`src/rtl/pmem_if.sv`:
```
// One 256-bit-line memory port. A request (read or write) is held high with a
// stable address/wdata until resp pulses for one cycle; rdata is valid only while resp is high.
interface pmem_if;
   logic         read;
   logic         write;
   logic [31:0]  address;
   logic [255:0] wdata;
   logic         resp;
   logic [255:0] rdata;

   modport master   (output read, write, address, wdata, input resp, rdata);
   modport slave    (input read, write, address, wdata, output resp, rdata);
   // Read-only requester view (icache never writes back)
   modport slave_rd (input read, address, output resp, rdata);
endinterface

```
`src/rtl/pmem_arbiter.sv`:
```
// Shares one physical-memory port between icache and dcache: one transfer at a
// time, round-robin on ties, latched request drives the port, response routed to the winner.
module pmem_arbiter (
   input  logic        clk,
   input  logic        rst,
   pmem_if.slave_rd    icache,
   pmem_if.slave       dcache,
   pmem_if.master      mem,
   output logic [1:0]  dbg_state
);

   typedef enum logic [1:0] {IDLE, SERVE_I, SERVE_D, DONE} state_t;

   localparam logic [31:0] LINE_MASK = 32'hFFFF_FFE0;

   state_t       state, next_state;
   logic         last_grant_d;
   logic         write_q;
   logic [31:0]  addr_q;
   logic [255:0] wdata_q;
   logic         i_req, d_req;
   logic         grant_i, grant_d;
   logic         serving;

   assign i_req = icache.read;
   assign d_req = dcache.read | dcache.write;

   always_comb begin
      next_state = state;
      grant_i    = 1'b0;
      grant_d    = 1'b0;
      case (state)
         IDLE: begin
            // On a tie, the cache that was not served last wins
            if (i_req && (!d_req || last_grant_d)) begin
               grant_i    = 1'b1;
               next_state = SERVE_I;
            end else if (d_req) begin
               grant_d    = 1'b1;
               next_state = SERVE_D;
            end
         end
         SERVE_I, SERVE_D: begin
            if (mem.resp) next_state = DONE;
         end
         DONE:    next_state = IDLE;
         default: next_state = IDLE;
      endcase
   end

   always_ff @(posedge clk or posedge rst) begin
      if (rst) begin
         state        <= IDLE;
         last_grant_d <= 1'b1;
         write_q      <= 1'b0;
         addr_q       <= '0;
         wdata_q      <= '0;
      end else begin
         state <= next_state;
         if (grant_i) begin
            addr_q       <= icache.address & LINE_MASK;
            write_q      <= 1'b0;
            last_grant_d <= 1'b0;
         end else if (grant_d) begin
            // A simultaneous read+write from the dcache is served as the write
            addr_q       <= dcache.address & LINE_MASK;
            wdata_q      <= dcache.wdata;
            write_q      <= dcache.write;
            last_grant_d <= 1'b1;
         end
      end
   end

   assign serving     = (state == SERVE_I) || (state == SERVE_D);
   assign mem.read    = serving & ~write_q;
   assign mem.write   = serving & write_q;
   assign mem.address = addr_q;
   assign mem.wdata   = wdata_q;

   assign icache.resp  = mem.resp & (state == SERVE_I);
   assign dcache.resp  = mem.resp & (state == SERVE_D);
   assign icache.rdata = mem.rdata;
   assign dcache.rdata = mem.rdata;

   assign dbg_state = state;

endmodule

```
`src/flat_wrapper.sv`:
```
// flat-port wrapper written by rule: the top's interface ports become plain ports
module pmem_arbiter_flat 
  (clk, rst, dbg_state, icache_read, icache_address, icache_resp, icache_rdata, dcache_read, dcache_write, dcache_address, dcache_wdata, dcache_resp, dcache_rdata, mem_read, mem_write, mem_address, mem_wdata, mem_resp, mem_rdata);
  pmem_if icache_i ();
  pmem_if dcache_i ();
  pmem_if mem_i ();
  input  logic clk;
  input  logic rst;
  output logic [1:0] dbg_state;
  input wire logic [$bits(icache_i.read)-1:0] icache_read;
  input wire logic [$bits(icache_i.address)-1:0] icache_address;
  output wire logic [$bits(icache_i.resp)-1:0] icache_resp;
  output wire logic [$bits(icache_i.rdata)-1:0] icache_rdata;
  input wire logic [$bits(dcache_i.read)-1:0] dcache_read;
  input wire logic [$bits(dcache_i.write)-1:0] dcache_write;
  input wire logic [$bits(dcache_i.address)-1:0] dcache_address;
  input wire logic [$bits(dcache_i.wdata)-1:0] dcache_wdata;
  output wire logic [$bits(dcache_i.resp)-1:0] dcache_resp;
  output wire logic [$bits(dcache_i.rdata)-1:0] dcache_rdata;
  output wire logic [$bits(mem_i.read)-1:0] mem_read;
  output wire logic [$bits(mem_i.write)-1:0] mem_write;
  output wire logic [$bits(mem_i.address)-1:0] mem_address;
  output wire logic [$bits(mem_i.wdata)-1:0] mem_wdata;
  input wire logic [$bits(mem_i.resp)-1:0] mem_resp;
  input wire logic [$bits(mem_i.rdata)-1:0] mem_rdata;
  assign icache_i.read = icache_read;
  assign icache_i.address = icache_address;
  assign icache_resp = icache_i.resp;
  assign icache_rdata = icache_i.rdata;
  assign dcache_i.read = dcache_read;
  assign dcache_i.write = dcache_write;
  assign dcache_i.address = dcache_address;
  assign dcache_i.wdata = dcache_wdata;
  assign dcache_resp = dcache_i.resp;
  assign dcache_rdata = dcache_i.rdata;
  assign mem_read = mem_i.read;
  assign mem_write = mem_i.write;
  assign mem_address = mem_i.address;
  assign mem_wdata = mem_i.wdata;
  assign mem_i.resp = mem_resp;
  assign mem_i.rdata = mem_rdata;
  pmem_arbiter u_core (.clk(clk), .rst(rst), .icache(icache_i), .dcache(dcache_i), .mem(mem_i), .dbg_state(dbg_state));
endmodule
```
`config.mk`:
```
export PLATFORM = sky130hd
export DESIGN_NAME = pmem_arbiter_flat
export DESIGN_NICKNAME = d
export VERILOG_FILES = /design/src/rtl/pmem_if.sv /design/src/rtl/pmem_arbiter.sv /design/src/flat_wrapper.sv
export SDC_FILE = /design/constraint.sdc
export NUM_CORES = 1
export LEC_CHECK = 0
export CAP_MARGIN = 10
export CORE_AREA = 2 2 547 549
export DETAILED_ROUTE_END_ITERATION = 7
export DIE_AREA = 0 0 549 551
export GPL_ROUTABILITY_DRIVEN = 1
export MAX_ROUTING_LAYER = met4
export PLACE_DENSITY = 0.3
export SETUP_SLACK_MARGIN = 0.02
export SYNTH_ARGS = -nofsm -noshare
export SYNTH_HDL_FRONTEND = slang
export SYNTH_SLANG_ARGS = --single-unit
```
`constraint.sdc`:
```
create_clock -name clk -period 9.91 [get_ports clk]
set_input_delay 1.982 -clock clk [delete_from_list [all_inputs] [get_ports clk]]
set_output_delay 1.982 -clock clk [all_outputs]
set_load 0.02 [all_outputs]
```
==> flow_metrics.tcl <==
set metrics [dict create \
    status "finished clean" \
    crit-reg2reg-launch "u_core.dbg_state[0]" \
    syn_inst 1184 \
    syn_to_final_growth_pct 56.6 \
    ys_ff_latch 287 \
    synth_cell_types 29 \
    crit_fanout 4 \
    ir_worst_vdd_mv 0.154 \
    nNetsFinal 1878 \
    rsz0062_at_grt "false" \
    via_per_inst 1.80 \
    min_period_over_period 0.558 \
    worstMarginPinSlew_ns 0.982 \
    critical_path_class "in -> out" \
    grt_start_max_net_pins 109 \
    fill_cells 34500 \
    cts_buffers 43 \
    coreArea_sq_um 296000 \
    reg2reg_depth 7 \
    fin_ws_ns 4.38 \
    slowest_stage "clkdlybuf4s50_1" \
    ys_seq_area_frac 0.482 \
    worstSkewPairLatency_ns 0.66 \
    post-cts-setup-buffer-count 0 \
    total_power_mw 7.97 \
    end_kind "output port" \
    die-width_um 549 \
    min_period_ns 5.53 \
    dr_total_vias 9514 \
    ant_nets 0 \
    hold_viol_final 0 \
    dpl_cell_area_sq_um 21900 \
    fin_worst_skew_ns 0.0362 \
    hp-class "reg -> reg" \
    crit_top_cell "clkdlybuf4s50_1" \
    setup-violations-final 0 \
    clk_path_buf_depth 3 \
    clk_pin_slew_ns 0.05 \
    first_pass_iters 4 \
    max_stage_delay_ns 0.81 \
    reg2reg_slack_ns 6.57 \
    r2r-end "u_core.mem.wdata[15]" \
    ys_warn_count 0 \
    holdPathStages 1 \
    htree_levels 2 \
    cp.required_ns 7.93 \
    worstPathCellList "clkdlybuf4s50_1, and2_1, clkdlybuf4s50_1" \
    place_congestion 0.727 \
    track_usage 0.0809 \
    die_h_um 551 \
    slew_headroom 0.345 \
    arrival_ns 3.55 \
    drc 0 \
    initial_core_util 0.0503 \
    grt_pass1_wl_um 146000 \
    clock_sinks 287 \
    hold_ws_ns 0.489 \
    drv_cap 0 \
    clockRootBuffer "clkbuf_16" \
    routed_wirelength_um 122000 \
    dieArea_sq_um 302000 \
    io_pins 1388 \
    cts_tree "done" \
    worstHoldStart "u_core.mem.wdata[53]" \
    tns_ns 0 \
    final_cell_area_sq_um 23300 \
    synth_top_area_frac 0.480 \
    max_freq_mhz 181 \
    hold-path-endpoint "u_core.mem.wdata[53]" \
    drv_slew 0 \
    grt_antenna_before_repair 82 \
    start_kind "input port" \
    synth.area.top_cells "dfrtp_1 48%, buf_4 27%, mux2_2 16%" \
    drive_gt1_frac 0.222 \
    overflow 0 \
    cts-resized-gates 0 \
    rows 200 \
    drtIter0Drc 250 \
    netlist_area_sq_um 14900 \
    wl_per_cell_um 23.2 \
    grt_pass1_vias 10700 \
    dp_slack_ns 4.32 \
    p_leak_nw 7.71 \
    synth.avg_cell_area_sq_um 12.6 \
    crit_start "mem_resp" \
    ctsHoldBuffers 0 \
    power_density_nw_per_um2 341 \
    yosys.area.top_type "dfrtp_1" \
    dp_hpwl_um 106000 \
    io_buffers 604 \
]
## through the flow
| stage | instances | utilization |
|---|---|---|
| 3_5_place_dp | 5186 | 0.0738 |
| 5_1_grt | 5264 | 0.0787 |
| 4_1_cts | 5261 | 0.0786 |
| 2_1_floorplan | 1188 | - |
| 3_3_place_gp | 5186 | 0.0738 |
| 6_report | 5281 | 0.0788 |
## routing by layer
layer	up-vias	global-route usage	part of all wire
li1	3676	-	-
met1	4389	0.0662	0.29
met2	1003	0.116	0.42
met3	446	0.0833	0.24
met4	0	0.0400	0.054
met5	-	-	0
## area by class of cell
type	instances	area, sq um	area share
well taps	3939	4930	0.211
repair buffers	616	6160	0.264
multi-input cells	341	3590	0.154
flip-flops and latches	287	7180	0.308
clock buffers	59	1230	0.0525
inverters	3	15.0	0.000643
clock inverters	16	193	0.00825
diodes	20	50.0	0.00214
## worst max path at each step
stage	to	cells past startpoint	slack, ns
after floorplan	u_core.dbg_state[0]	1	4.12
after global placement	icache_resp	3	4.32
after detailed placement	dcache_resp	3	4.32
after CTS	dcache_resp	3	4.32
after global routing	dcache_resp	3	4.32
final	icache_resp	3	4.38
## cells in the mapped netlist
cell type  instances
ha_1               4
and2_1             3
nor2b_1            1
o2bb2ai_1          1
dfstp_2            1
mux2_1            47
nand2_1            4
or4b_1             1
clkbuf_2           1
a32o_1             1
a221o_1           27
a22o_1             1
buf_4            544
o21ba_2            1
nand2b_1           1
clkbuf_1           3
inv_1              3
nor3b_1           27
conb_1             1
buf_6              1
dfrtp_1          286
mux2_2           209
o21ai_1            1
a21oi_2            1
a2bb2oi_1          1
o31ai_2            1
buf_2              8
o21ai_0            3
a21boi_0           1
## report_power, final
part	total, mW	internal [mW]	switching, mW
Combinational	4.16	1.75	2.41
Sequential	2.18	1.79	0.393
Clock	1.64	0.941	0.694
Total	7.97	4.48	3.49
## critical path: cells and delay by family
kind	cells	cell delay (ns)
AND/OR/NAND/NOR	1	0.16
buffers and inverters	2	1.39
## registers in the layout, indices dropped and copies added, names as in the netlist
signal and flops:
u_core.dbg_state 2, u_core.last_grant_d 1, u_core.mem.address 27, u_core.mem.wdata 256, u_core.write_q 1
## cells by family after synthesis
| family | synth area share |
|---|---|
| AOI/OAI and AO/OA | 0.0245 |
| DFF | 0.482 |
| muxes | 0.193 |
| other | 0.000252 |
| adders and majority gates | 0.00336 |
| buffers and inverters | 0.279 |
| and+or+nand+nor | 0.0174 |
## layout by cell type, fill, tap and decap left out, drive strengths merged, types with 3 or more instances in the layout
cell,n
a221o,27
and2,3
buf,12
bufinv,3
clkbuf,59
clkdlybuf4s50,604
clkinv,8
clkinvlp,4
conb,5
dfrtp,286
diode,20
ha,4
inv,4
mux2,256
nand2,4
nor3b,27
o21ai,4
Power figures use the tool's default switching activity.
